### config.mk
export PLATFORM = sky130hd
export DESIGN_NAME = gpmc_regbank
export DESIGN_NICKNAME = d
export VERILOG_FILES = /design/src/rtl/gpmc_pkg.sv /design/src/rtl/gpmc_sync.sv /design/src/rtl/gpmc_regbank.sv
export SDC_FILE = /design/constraint.sdc
export NUM_CORES = 1
export LEC_CHECK = 0
export CAP_MARGIN = 20
export CORE_ASPECT_RATIO = 1.4
export CORE_UTILIZATION = 49
export CTS_CLUSTER_SIZE = 25
export DETAILED_ROUTE_END_ITERATION = 8
export GPL_TIMING_DRIVEN = 1
export PLACE_DENSITY = 0.81
export SYNTH_ARGS = -nofsm -noshare
export SYNTH_HDL_FRONTEND = slang
export SYNTH_SLANG_ARGS = --single-unit
### constraint.sdc
create_clock -name CLK_100M -period 2.94 [get_ports CLK_100M]
set_clock_uncertainty 0.15 [all_clocks]
set_input_delay 0.294 -clock CLK_100M [delete_from_list [all_inputs] [get_ports CLK_100M]]
set_output_delay 0.294 -clock CLK_100M [all_outputs]
set_load 0.005 [all_outputs]
### src/rtl/gpmc_pkg.sv
`default_nettype none
// ============================================================================
// Module      : gpmc_pkg
// Description : Shared definitions for the GPMC register bank: FSM state
//               encoding, default identification value and the read-only
//               address helper.
// Revision    : 1.0  initial release
// ============================================================================
package gpmc_pkg;

  // FSM state encoding (3 bits wide)
  localparam logic [2:0] ST_IDLE  = 3'd0;
  localparam logic [2:0] ST_ADDR  = 3'd1;
  localparam logic [2:0] ST_CMD   = 3'd2;
  localparam logic [2:0] ST_WRITE = 3'd3;
  localparam logic [2:0] ST_READ  = 3'd4;

  typedef enum logic [2:0] {
    S_IDLE  = ST_IDLE,
    S_ADDR  = ST_ADDR,
    S_CMD   = ST_CMD,
    S_WRITE = ST_WRITE,
    S_READ  = ST_READ
  } gpmc_state_e;

  // Value returned from the top address of the bank.
  localparam logic [15:0] GPMC_ID_DEFAULT = 16'hB33F;

  // Addresses at or above the R/W window are status / ID registers.
  function automatic logic is_ro_addr(input int unsigned addr,
                                      input int unsigned num_rw);
    return (addr >= num_rw);
  endfunction

endpackage
`default_nettype wire

### src/rtl/gpmc_sync.sv
`default_nettype none
// ============================================================================
// Module      : gpmc_sync
// Description : WIDTH-bit SYNC_STAGES-deep synchroniser with one extra delay
//               flop on the last stage, producing per-bit rising and falling
//               edge flags. WIDTH=1 for a single strobe, wider for buses.
// Ports       : CLK_100M   - system clock
//               reset      - synchronous, active-high
//               async_i    - asynchronous input
//               sync_o     - last synchroniser stage
//               dly_o      - sync_o delayed by one cycle
//               rise_o     - sync_o high, dly_o low
//               fall_o     - sync_o low, dly_o high
// Revision    : 1.0  initial release
// ============================================================================
module gpmc_sync #(
  parameter int               WIDTH       = 1,
  parameter int               SYNC_STAGES = 2,
  parameter logic [WIDTH-1:0] RESET_VAL   = '0
) (
  input  logic             CLK_100M,
  input  logic             reset,
  input  logic [WIDTH-1:0] async_i,
  output logic [WIDTH-1:0] sync_o,
  output logic [WIDTH-1:0] dly_o,
  output logic [WIDTH-1:0] rise_o,
  output logic [WIDTH-1:0] fall_o
);

  logic [WIDTH-1:0] stage_q [SYNC_STAGES];
  logic [WIDTH-1:0] dly_q;

  // Reset value matches the idle level of the pin so that leaving reset
  // never manufactures a spurious edge.
  always_ff @(posedge CLK_100M) begin
    if (reset) begin
      for (int i = 0; i < SYNC_STAGES; i++) begin
        stage_q[i] <= RESET_VAL;
      end
      dly_q <= RESET_VAL;
    end else begin
      stage_q[0] <= async_i;
      for (int i = 1; i < SYNC_STAGES; i++) begin
        stage_q[i] <= stage_q[i-1];
      end
      dly_q <= stage_q[SYNC_STAGES-1];
    end
  end

  assign sync_o = stage_q[SYNC_STAGES-1];
  assign dly_o  = dly_q;
  assign rise_o = stage_q[SYNC_STAGES-1] & ~dly_q;
  assign fall_o = ~stage_q[SYNC_STAGES-1] & dly_q;

endmodule
`default_nettype wire

### src/rtl/gpmc_regbank.sv
`default_nettype none
// ============================================================================
// Module      : gpmc_regbank
// Description : GPMC multiplexed address/data slave exposing NUM_RW control
//               registers, read-only status registers and an ID register at
//               the top address. All GPMC pins are synchronised into CLK_100M.
// Option      : GPMC_BYTE_LANE_EN - when defined and DATA_W=16, writes only
//               update byte lanes whose gpmc_ben bit is low.
// Ports       : CLK_100M          - system clock
//               reset             - synchronous, active-high
//               gpmc_ad_i/_o/_oe  - AD bus input, output and tristate enable
//               gpmc_advn/csn/wein/oen - active-low GPMC strobes
//               gpmc_ben          - active-low byte enables
//               ctrl_q            - flattened R/W register contents
//               status_i          - flattened status register inputs
//               wr_strobe         - one-cycle pulse per written register
//               proto_err         - sticky WE/OE overlap flag
// Revision    : 1.0  initial release
// ============================================================================
module gpmc_regbank
  import gpmc_pkg::*;
#(
  parameter int          DATA_W      = 16,
  parameter int          ADDR_W      = 4,
  parameter int          NUM_RW      = 8,
  parameter int          SYNC_STAGES = 2,
  parameter logic [15:0] ID_VALUE    = GPMC_ID_DEFAULT
) (
  input  logic                                      CLK_100M,
  input  logic                                      reset,
  input  logic [DATA_W-1:0]                         gpmc_ad_i,
  output logic [DATA_W-1:0]                         gpmc_ad_o,
  output logic                                      gpmc_ad_oe,
  input  logic                                      gpmc_advn,
  input  logic                                      gpmc_csn,
  input  logic                                      gpmc_wein,
  input  logic                                      gpmc_oen,
  input  logic [1:0]                                gpmc_ben,
  output logic [NUM_RW*DATA_W-1:0]                  ctrl_q,
  input  logic [(2**ADDR_W-NUM_RW-1)*DATA_W-1:0]    status_i,
  output logic [NUM_RW-1:0]                         wr_strobe,
  output logic                                      proto_err
);

  localparam int NUM_REGS = 2**ADDR_W;

  // --------------------------------------------------------------------------
  // Synchronisers
  // --------------------------------------------------------------------------
  logic csn_s,  csn_dly,  csn_rise,  csn_fall;
  logic advn_s, advn_dly, advn_rise, advn_fall;
  logic wein_s, wein_dly, wein_rise, wein_fall;
  logic oen_s,  oen_dly,  oen_rise,  oen_fall;
  logic [DATA_W-1:0] ad_s, ad_dly, ad_rise, ad_fall;
  logic [1:0]        ben_s, ben_dly, ben_rise, ben_fall;

  gpmc_sync #(.WIDTH(1), .SYNC_STAGES(SYNC_STAGES), .RESET_VAL(1'b1)) u_sync_csn (
    .CLK_100M(CLK_100M), .reset(reset), .async_i(gpmc_csn),
    .sync_o(csn_s), .dly_o(csn_dly), .rise_o(csn_rise), .fall_o(csn_fall)
  );

  gpmc_sync #(.WIDTH(1), .SYNC_STAGES(SYNC_STAGES), .RESET_VAL(1'b1)) u_sync_advn (
    .CLK_100M(CLK_100M), .reset(reset), .async_i(gpmc_advn),
    .sync_o(advn_s), .dly_o(advn_dly), .rise_o(advn_rise), .fall_o(advn_fall)
  );

  gpmc_sync #(.WIDTH(1), .SYNC_STAGES(SYNC_STAGES), .RESET_VAL(1'b1)) u_sync_wein (
    .CLK_100M(CLK_100M), .reset(reset), .async_i(gpmc_wein),
    .sync_o(wein_s), .dly_o(wein_dly), .rise_o(wein_rise), .fall_o(wein_fall)
  );

  gpmc_sync #(.WIDTH(1), .SYNC_STAGES(SYNC_STAGES), .RESET_VAL(1'b1)) u_sync_oen (
    .CLK_100M(CLK_100M), .reset(reset), .async_i(gpmc_oen),
    .sync_o(oen_s), .dly_o(oen_dly), .rise_o(oen_rise), .fall_o(oen_fall)
  );

  gpmc_sync #(.WIDTH(DATA_W), .SYNC_STAGES(SYNC_STAGES), .RESET_VAL('0)) u_sync_ad (
    .CLK_100M(CLK_100M), .reset(reset), .async_i(gpmc_ad_i),
    .sync_o(ad_s), .dly_o(ad_dly), .rise_o(ad_rise), .fall_o(ad_fall)
  );

  gpmc_sync #(.WIDTH(2), .SYNC_STAGES(SYNC_STAGES), .RESET_VAL(2'b11)) u_sync_ben (
    .CLK_100M(CLK_100M), .reset(reset), .async_i(gpmc_ben),
    .sync_o(ben_s), .dly_o(ben_dly), .rise_o(ben_rise), .fall_o(ben_fall)
  );

  // Synchroniser outputs this block has no use for.
  logic unused_sync;
  assign unused_sync = ^{csn_dly, csn_fall, advn_dly, advn_fall, wein_dly,
                         wein_fall, oen_dly, oen_fall, ad_s, ad_rise, ad_fall,
                         ben_s, ben_dly, ben_rise, ben_fall};

  // --------------------------------------------------------------------------
  // Byte-lane write mask. The *_dly copy lines up with the AD sample taken
  // the cycle before the WE rising edge is seen.
  // --------------------------------------------------------------------------
  logic [DATA_W-1:0] lane_mask;

`ifdef GPMC_BYTE_LANE_EN
  if (DATA_W == 16) begin : g_lane_en
    assign lane_mask = {{(DATA_W/2){~ben_dly[1]}}, {(DATA_W/2){~ben_dly[0]}}};
  end else begin : g_lane_full
    assign lane_mask = '1;
  end
`else
  assign lane_mask = '1;
`endif

  // --------------------------------------------------------------------------
  // FSM
  // --------------------------------------------------------------------------
  gpmc_state_e       state_q, state_d;
  logic [ADDR_W-1:0] addr_q, addr_d;
  logic              wr_go;
  logic              err_set;
  logic              oe_d;

  always_ff @(posedge CLK_100M) begin
    if (reset) begin
      state_q <= S_IDLE;
      addr_q  <= '0;
    end else begin
      state_q <= state_d;
      addr_q  <= addr_d;
    end
  end

  always_comb begin
    state_d = state_q;
    addr_d  = addr_q;
    wr_go   = 1'b0;
    err_set = 1'b0;
    if (!wein_s && !oen_s) begin
      // Simultaneous WE and OE is illegal: flag it and drop the access.
      state_d = S_IDLE;
      err_set = 1'b1;
    end else if (csn_rise && (state_q != S_IDLE)) begin
      // Chip-select released mid-access: silent abort.
      state_d = S_IDLE;
    end else begin
      case (state_q)
        S_IDLE: begin
          if (!csn_s && !advn_s) state_d = S_ADDR;
        end
        S_ADDR: begin
          if (advn_rise) begin
            state_d = S_CMD;
            addr_d  = ad_dly[ADDR_W-1:0];
          end
        end
        S_CMD: begin
          if (!wein_s)     state_d = S_WRITE;
          else if (!oen_s) state_d = S_READ;
        end
        S_WRITE: begin
          if (wein_rise) begin
            state_d = S_IDLE;
            wr_go   = 1'b1;
          end
        end
        S_READ: begin
          if (oen_rise) state_d = S_IDLE;
        end
        default: state_d = S_IDLE;
      endcase
    end
  end

  // Drive the bus only while staying in READ, so OE drops the cycle after
  // the OE rising edge (or an abort) is seen.
  assign oe_d = (state_q == S_READ) && (state_d == S_READ);

  // --------------------------------------------------------------------------
  // Write pipeline: capture on the WE edge, commit one cycle later.
  // --------------------------------------------------------------------------
  logic              wr_pend_q;
  logic [ADDR_W-1:0] wr_addr_q;
  logic [DATA_W-1:0] wr_data_q;
  logic [DATA_W-1:0] wr_mask_q;
  logic [NUM_RW-1:0] wr_onehot;
  logic [NUM_RW-1:0] wr_strobe_q;
  logic              err_q;
  logic              oe_q;
  logic [DATA_W-1:0] ad_o_q;
  logic [DATA_W-1:0] rd_data;
  logic [DATA_W-1:0] reg_file_q [NUM_RW];

  always_comb begin
    wr_onehot = '0;
    for (int i = 0; i < NUM_RW; i++) begin
      if (wr_addr_q == ADDR_W'(i)) wr_onehot[i] = 1'b1;
    end
  end

  always_ff @(posedge CLK_100M) begin
    if (reset) begin
      wr_pend_q   <= 1'b0;
      wr_addr_q   <= '0;
      wr_data_q   <= '0;
      wr_mask_q   <= '0;
      wr_strobe_q <= '0;
      err_q       <= 1'b0;
      oe_q        <= 1'b0;
      ad_o_q      <= '0;
    end else begin
      // Read-only targets are dropped here, so they never strobe.
      wr_pend_q   <= wr_go && !is_ro_addr(32'(addr_q), NUM_RW);
      wr_addr_q   <= addr_q;
      wr_data_q   <= ad_dly;
      wr_mask_q   <= lane_mask;
      wr_strobe_q <= wr_pend_q ? wr_onehot : '0;
      if (err_set) err_q <= 1'b1;
      oe_q        <= oe_d;
      if (state_q == S_READ) ad_o_q <= rd_data;
    end
  end

  always_ff @(posedge CLK_100M) begin
    if (reset) begin
      for (int i = 0; i < NUM_RW; i++) begin
        reg_file_q[i] <= '0;
      end
    end else if (wr_pend_q) begin
      for (int i = 0; i < NUM_RW; i++) begin
        if (wr_addr_q == ADDR_W'(i)) begin
          reg_file_q[i] <= (reg_file_q[i] & ~wr_mask_q) | (wr_data_q & wr_mask_q);
        end
      end
    end
  end

  // --------------------------------------------------------------------------
  // Read mux: one entry per address so the index width matches exactly.
  // --------------------------------------------------------------------------
  logic [DATA_W-1:0] rd_tbl [NUM_REGS];

  for (genvar gi = 0; gi < NUM_REGS; gi++) begin : g_rd
    if (gi < NUM_RW) begin : g_rw
      assign rd_tbl[gi] = reg_file_q[gi];
    end else if (gi == NUM_REGS-1) begin : g_id
      assign rd_tbl[gi] = ID_VALUE[DATA_W-1:0];
    end else begin : g_st
      assign rd_tbl[gi] = status_i[(gi-NUM_RW)*DATA_W +: DATA_W];
    end
  end

  assign rd_data = rd_tbl[addr_q];

  for (genvar gi = 0; gi < NUM_RW; gi++) begin : g_flat
    assign ctrl_q[gi*DATA_W +: DATA_W] = reg_file_q[gi];
  end

  assign gpmc_ad_o  = ad_o_q;
  assign gpmc_ad_oe = oe_q;
  assign wr_strobe  = wr_strobe_q;
  assign proto_err  = err_q;

endmodule
`default_nettype wire

==> impl_metrics.tcl, run 1 <==
set metrics [dict create \
    grt_max_degree 145 \
    fp.dieH_um 179 \
    synthToLayoutAreaGrowth_pct 35.5 \
    grt_pass1_vias 8297 \
    grt_use_total_pct 27.4 \
    grt_overflow 0 \
    max_stage_delay_ns 0.73 \
    hold_viol_final 0 \
    leakage_nw 5.04 \
    antenna_found_initial 0 \
    wl_per_cell_um 21.4 \
    clock_sinks 243 \
    placed_area_mm2 0.0141 \
    holdCritPathClass "in -> reg" \
    grt_pass1_wl_um 47500 \
    path_max_fanout 32 \
    synth.net_count 1083 \
    drv_cap 0 \
    fin_area_mm2 0.0148 \
    syn_inst 947 \
    period_share_pct 79.3 \
    cts_tree "built" \
    maxSlewHeadroom_pct 26.7 \
    vias_per_cell 5.69 \
    slew_viol_final 0 \
    numCtsBuffers 23 \
    cts-root-buf "clkbuf_16" \
    clk-insertion-delay-late_ns 0.51 \
    htree_num_levels 1 \
    drive_above_1_share_pct 10.7 \
    avgSynthCellArea_um2 11.6 \
    dr.pass1.iters 6 \
    setup_ws_ns 0.609 \
    n_antenna_cell 0 \
    cp-start-kind "flip-flop" \
    ios 290 \
    crit_required_ns 3.23 \
    rsz0062_at_grt "false" \
    drt-initial-drc-count 841 \
    synth.ff_latch_count 243 \
    worstMarginPinSlew_ns 1.10 \
    synth_edf_count 128 \
    globalplace.congestion 0.822 \
    fin_crit_ns 2.33 \
    port_buffers 287 \
    crit_family "compound AO/OA/AOI/OAI gates" \
    die_w_um 128 \
    setup_viol 0 \
    cp-end-kind "flip-flop" \
    place_ws_ns 0.625 \
    crit_slowest_cell "dfxtp_4" \
    num-nets-final 1344 \
    async_reset_ff_share_pct 0 \
    peakVddDrop_uv 476 \
    ys_warn_count 0 \
    num_vias 8649 \
    synth_area_mm2 0.0110 \
    cp.arrival_ns 2.63 \
    drc 0 \
    post_cts_resize_count 0 \
    synth-main-ff-cell "edfxtp_1" \
    die_area_mm2 0.0230 \
    worst-path-buf-inv 1 \
    p_per_area_mw_per_mm2 498 \
    hpwl_um 22500 \
    yosysUniqueCellTypes 51 \
    drtAntennaViolNets 0 \
    routed_wl_um 32500 \
    clk_pin_slew_ns 0.06 \
    p_total_w 0.00739 \
    worst-setup-path-type "reg -> reg" \
    fmax_ghz 0.429 \
    path_cells "buf_4 > mux2i_1 > a22oi_1 > o311ai_0 > a21oi_1" \
    num_rows 64 \
    ys_seq_area_share_pct 56.1 \
    status "complete, no violations" \
    start_util_pct 50.1 \
    setup_tns_ns 0 \
    core_area_mm2 0.0219 \
    clock_path_buffers 3 \
]
[layer usage]
metal,GRT usage (%),part of all wire [%],vias up
met3,4.45,8.4,83
met1,32.6,37,4197
met5,0,0,-
li1,-,-,3948
met4,13.1,4.5,0
met2,48.1,50,421
[per-stage QoR]
step	util [%]	instances	hold WS, ns
after floorplan	-	947	0.227
after global placement	64.4	1479	0.241
after detailed placement	64.4	1479	0.247
after CTS	67.9	1520	0.172
after global routing	67.9	1520	0.187
final	67.9	1520	0.182
[Yosys cell counts, types with 4 or more instances]
master      n  share of area [%]
o221ai_1   15                1.2
or2_2      13               0.74
buf_2       9               0.41
nand2b_1  143                8.2
nor3_1     14               0.64
nor2b_1    67                3.8
a22oi_1     5               0.34
a21oi_1   140                6.4
dfxtp_1   115                 21
mux4_2     31                6.4
o21ai_0    17               0.78
or3b_2      4               0.32
nor2_1     14               0.48
o22ai_1    16               0.91
o211ai_1    5               0.34
clkbuf_1   48                1.6
mux2i_1    40                3.7
o311ai_0    5               0.40
edfxtp_1  128                 35
buf_4       6               0.41
mux2_2     15                1.5
nand2_1    34                1.2
buf_6       5               0.51
a41o_1      5               0.46
inv_1      16               0.55
[worst paths after layout]
path	depth (start not counted)	endpoint	slack, ns	from
max	5	gpmc_ad_o[8]	0.61	addr_q[1]
min	2	u_sync_ad.stage_q[0][7]	0.18	gpmc_ad_i[7]
max reg2reg	5	gpmc_ad_o[8]	0.61	addr_q[1]
min reg2reg	1	u_sync_wein.stage_q[0][1]	0.26	u_sync_wein.stage_q[0][0]
[cells by family (layout without fill, tap and decap cells)]
group                      count (synthesis)  after routing  synth area share (%)
and+or+nand+nor                          313            313                  17.1
DFF                                      243            243                  56.1
AOI/OAI and AO/OA                        217            217                  11.6
buffers and inverters                     87            363                  3.63
muxes                                     86             86                  11.6
adders and majority gates                  1              1                 0.103
[sequential cells by signal, indices dropped and copies added (netlist names), 3 cells and up]
| signal | cells |
|---|---|
| gpmc_ad_o | 16 |
| reg_file_q | 128 |
| wr_strobe | 8 |
| addr_q | 4 |
| state_q | 3 |
| u_sync_ad.dly_o | 16 |
| u_sync_ad.stage_q | 32 |
| wr_data_q | 16 |
| wr_addr_q | 4 |
[layout by cell type (no fill, tap or decap), types with 16 or more instances in the layout]
cell type,synthesis,layout
a21oi_1,140,140
buf_4,6,16
clkbuf_16,0,26
clkdlybuf4s50_1,0,286
dfxtp_1,115,111
edfxtp_1,128,128
inv_1,16,16
mux2i_1,40,40
mux4_2,31,31
nand2_1,34,34
nand2b_1,143,143
nor2b_1,67,67
o22ai_1,16,16
[area by class of cell]
type	instances	area, µm²
Timing Repair Buffer	307	3070
Sequential cell	243	6150
Inverter	16	60.1
Tap cell	297	372
Clock inverter	7	67.6
Clock buffer	33	698
Fill cell	1702	7010
Multi-Input combinational cell	617	4430
[power by group]
part	internal, W	total [W]	switching [W]
clock	0.00174	0.00302	0.00127
combinational	0.000387	0.000622	0.000235
sequential	0.00367	0.00375	0.0000797
total	0.00581	0.00739	0.00159
[what timing repair did]
| item | 4_1_cts | 5_1_grt |
|---|---|---|
| hold buffers | 1 | 0 |
| buffers inserted | 0 | 0 |
| endpoints found under the hold margin | 1 | 0 |
Power figures use the tool's default switching activity.
==> inputs of run 2 (changes only) <==
- clock period: 2.94 -> 2.3 ns (I/O delays scaled with it)
==> impl_metrics.tcl, run 2 (synthesis gave the netlist of run 1 again) <==
set metrics [dict create \
    drc 0 \
    layout_common_cells "clkdlybuf4s50_1, nand2b_1, a21oi_1, edfxtp_1, dfxtp_1" \
    largest_register "reg_file_q" \
    synthToLayoutAreaGrowth_pct 36.8 \
    hold_start "gpmc_ad_i[8]" \
    hold_depth 2 \
    largest_registers "reg_file_q (128), u_sync_ad.stage_q (32)" \
    clock_path_buffers 3 \
    p_total_w 0.00942 \
    hold_end "u_sync_ad.stage_q[0][8]" \
    crit_required_ns 2.55 \
    clock_sinks 243 \
    largest_reg_flops 128 \
    grt_pass1_wl_um 48600 \
    num-nets-final 1364 \
    drtAntennaViolNets 0 \
    drive_above_1_share_pct 12.5 \
    ios 290 \
    fin_crit_ns 2.09 \
    htree_num_levels 1 \
    rsz0062_at_grt "false" \
    n_antenna_cell 0 \
    maxSlewHeadroom_pct 57.3 \
    cts_tree "built" \
    cp.arrival_ns 2.34 \
    drt-initial-drc-count 663 \
    placed_cells 1499 \
    cp-start-kind "flip-flop" \
    cp-end-kind "flip-flop" \
    mostFrequentLayoutCell "clkdlybuf4s50_1" \
    p_per_area_mw_per_mm2 628 \
    status "complete, no violations" \
    period_share_pct 90.7 \
    num_vias 8808 \
    path_max_fanout 13 \
    hold_viol_final 0 \
    port_buffers 287 \
    setup_viol 0 \
    numCtsBuffers 23 \
    start_util_pct 50.1 \
    grt_pass1_vias 8494 \
    core_area_mm2 0.0219 \
    grt_use_total_pct 27.9 \
    grt_overflow 0 \
    cts-root-buf "clkbuf_16" \
    num_rows 64 \
    holdCritPathClass "in -> reg" \
    dr.pass1.iters 5 \
    antenna_found_initial 0 \
    clk_pin_slew_ns 0.07 \
    reg2reg_from "state_q[2]" \
    grt_max_degree 67 \
    wl_per_cell_um 21.2 \
    vias_per_cell 5.72 \
    leakage_nw 5.14 \
    die_w_um 128 \
    final_cells 1541 \
    worstMarginPinSlew_ns 0.641 \
    slew_viol_final 0 \
    globalplace.congestion 0.886 \
    r2r_end "gpmc_ad_o[5]" \
    crit_slowest_cell "or3b_2" \
    fmax_ghz 0.479 \
    peakVddDrop_uv 706 \
    nFillCells 1635 \
    r2r_cells 4 \
    drv_cap 0 \
    routed_wl_um 32700 \
    clk-insertion-delay-late_ns 0.51 \
    max_stage_delay_ns 0.70 \
    path_cells "or3b_2 > or3_1 > o22ai_1 > nor3_1" \
    hpwl_um 23300 \
    fp.dieH_um 179 \
    cts_setup_buffers 0 \
    r2r_slack_ns 0.21 \
    die_area_mm2 0.0230 \
    worst-setup-path-type "reg -> reg" \
]
[run 2: cell types whose count changed in the layout (fill, tap and decap cells not counted)]
cell | previous run | this run
buf_4 | 16 | 36
inv_4 | 1 | 6
clkbuf_1 | 4 | 2
clkbuf_8 | 2 | 4
clkinv_4 | 2 | 0
bufinv_16 | 1 | 0
clkinv_1 | 1 | 0
[run 2: final cells by class]
| cell class | instances | area [µm²] | area share [%] |
|---|---|---|---|
| Clock buffer | 33 | 718 | 4.79 |
| Inverter | 16 | 60.1 | 0.400 |
| Tap cell | 297 | 372 | 2.48 |
| Clock inverter | 8 | 47.5 | 0.317 |
| Timing Repair Buffer | 327 | 3220 | 21.5 |
| Sequential cell | 243 | 6150 | 41.0 |
| Multi-Input combinational cell | 617 | 4430 | 29.5 |
[run 2: layer usage]
layer	vias to the layer above	wire length, µm	global-route usage (%)
met4	0	1400	12.7
li1	3986	-	-
met3	80	3010	5.49
met5	-	0	0
met1	4239	11900	33.0
met2	503	16400	48.7
[run 2: repair_timing]
item                      CTS  global route
hold buffers                1             0
hold endpoints to repair   12             0
gates resized for setup     0             0
[run 2: critical path: cells and delay by family (launching register included)]
| family | cells | cell delay, ns |
|---|---|---|
| simple gates | 3 | 1.22 |
| flops | 1 | 0.42 |
| compound gates | 1 | 0.18 |
[run 2: how the worst max path moves through the flow]
stage | start | end | slack, ns | cells past startpoint
after floorplan | wr_addr_q[3] | reg_file_q[0][0] | -0.20 | 3
after CTS | state_q[2] | gpmc_ad_o[5] | 0.24 | 4
after global placement | state_q[0] | gpmc_ad_o[5] | 0.31 | 4
after global routing | state_q[2] | gpmc_ad_o[5] | 0.14 | 4
after detailed placement | state_q[2] | gpmc_ad_o[5] | 0.25 | 4
final | state_q[2] | gpmc_ad_o[5] | 0.21 | 4
[run 2: report_power, final]
| group | switching (W) | internal [W] |
|---|---|---|
| registers | 0.000110 | 0.00469 |
| clock network | 0.00163 | 0.00219 |
| logic | 0.000295 | 0.000502 |
| total | 0.00204 | 0.00738 |
[run 2: through the flow]
step | hold WS (ns) | setup WS [ns] | utilization [%] | instance area, µm² | setup TNS, ns
2_1_floorplan | 0.163 | -0.204 | - | 11000 | -6.53
3_3_place_gp | 0.243 | 0.308 | 65.1 | 14200 | 0
3_5_place_dp | 0.244 | 0.248 | 65.1 | 14200 | 0
4_1_cts | 0.105 | 0.242 | 68.6 | 15000 | 0
5_1_grt | 0.112 | 0.137 | 68.6 | 15000 | 0
6_report | 0.113 | 0.214 | 68.6 | 15000 | 0
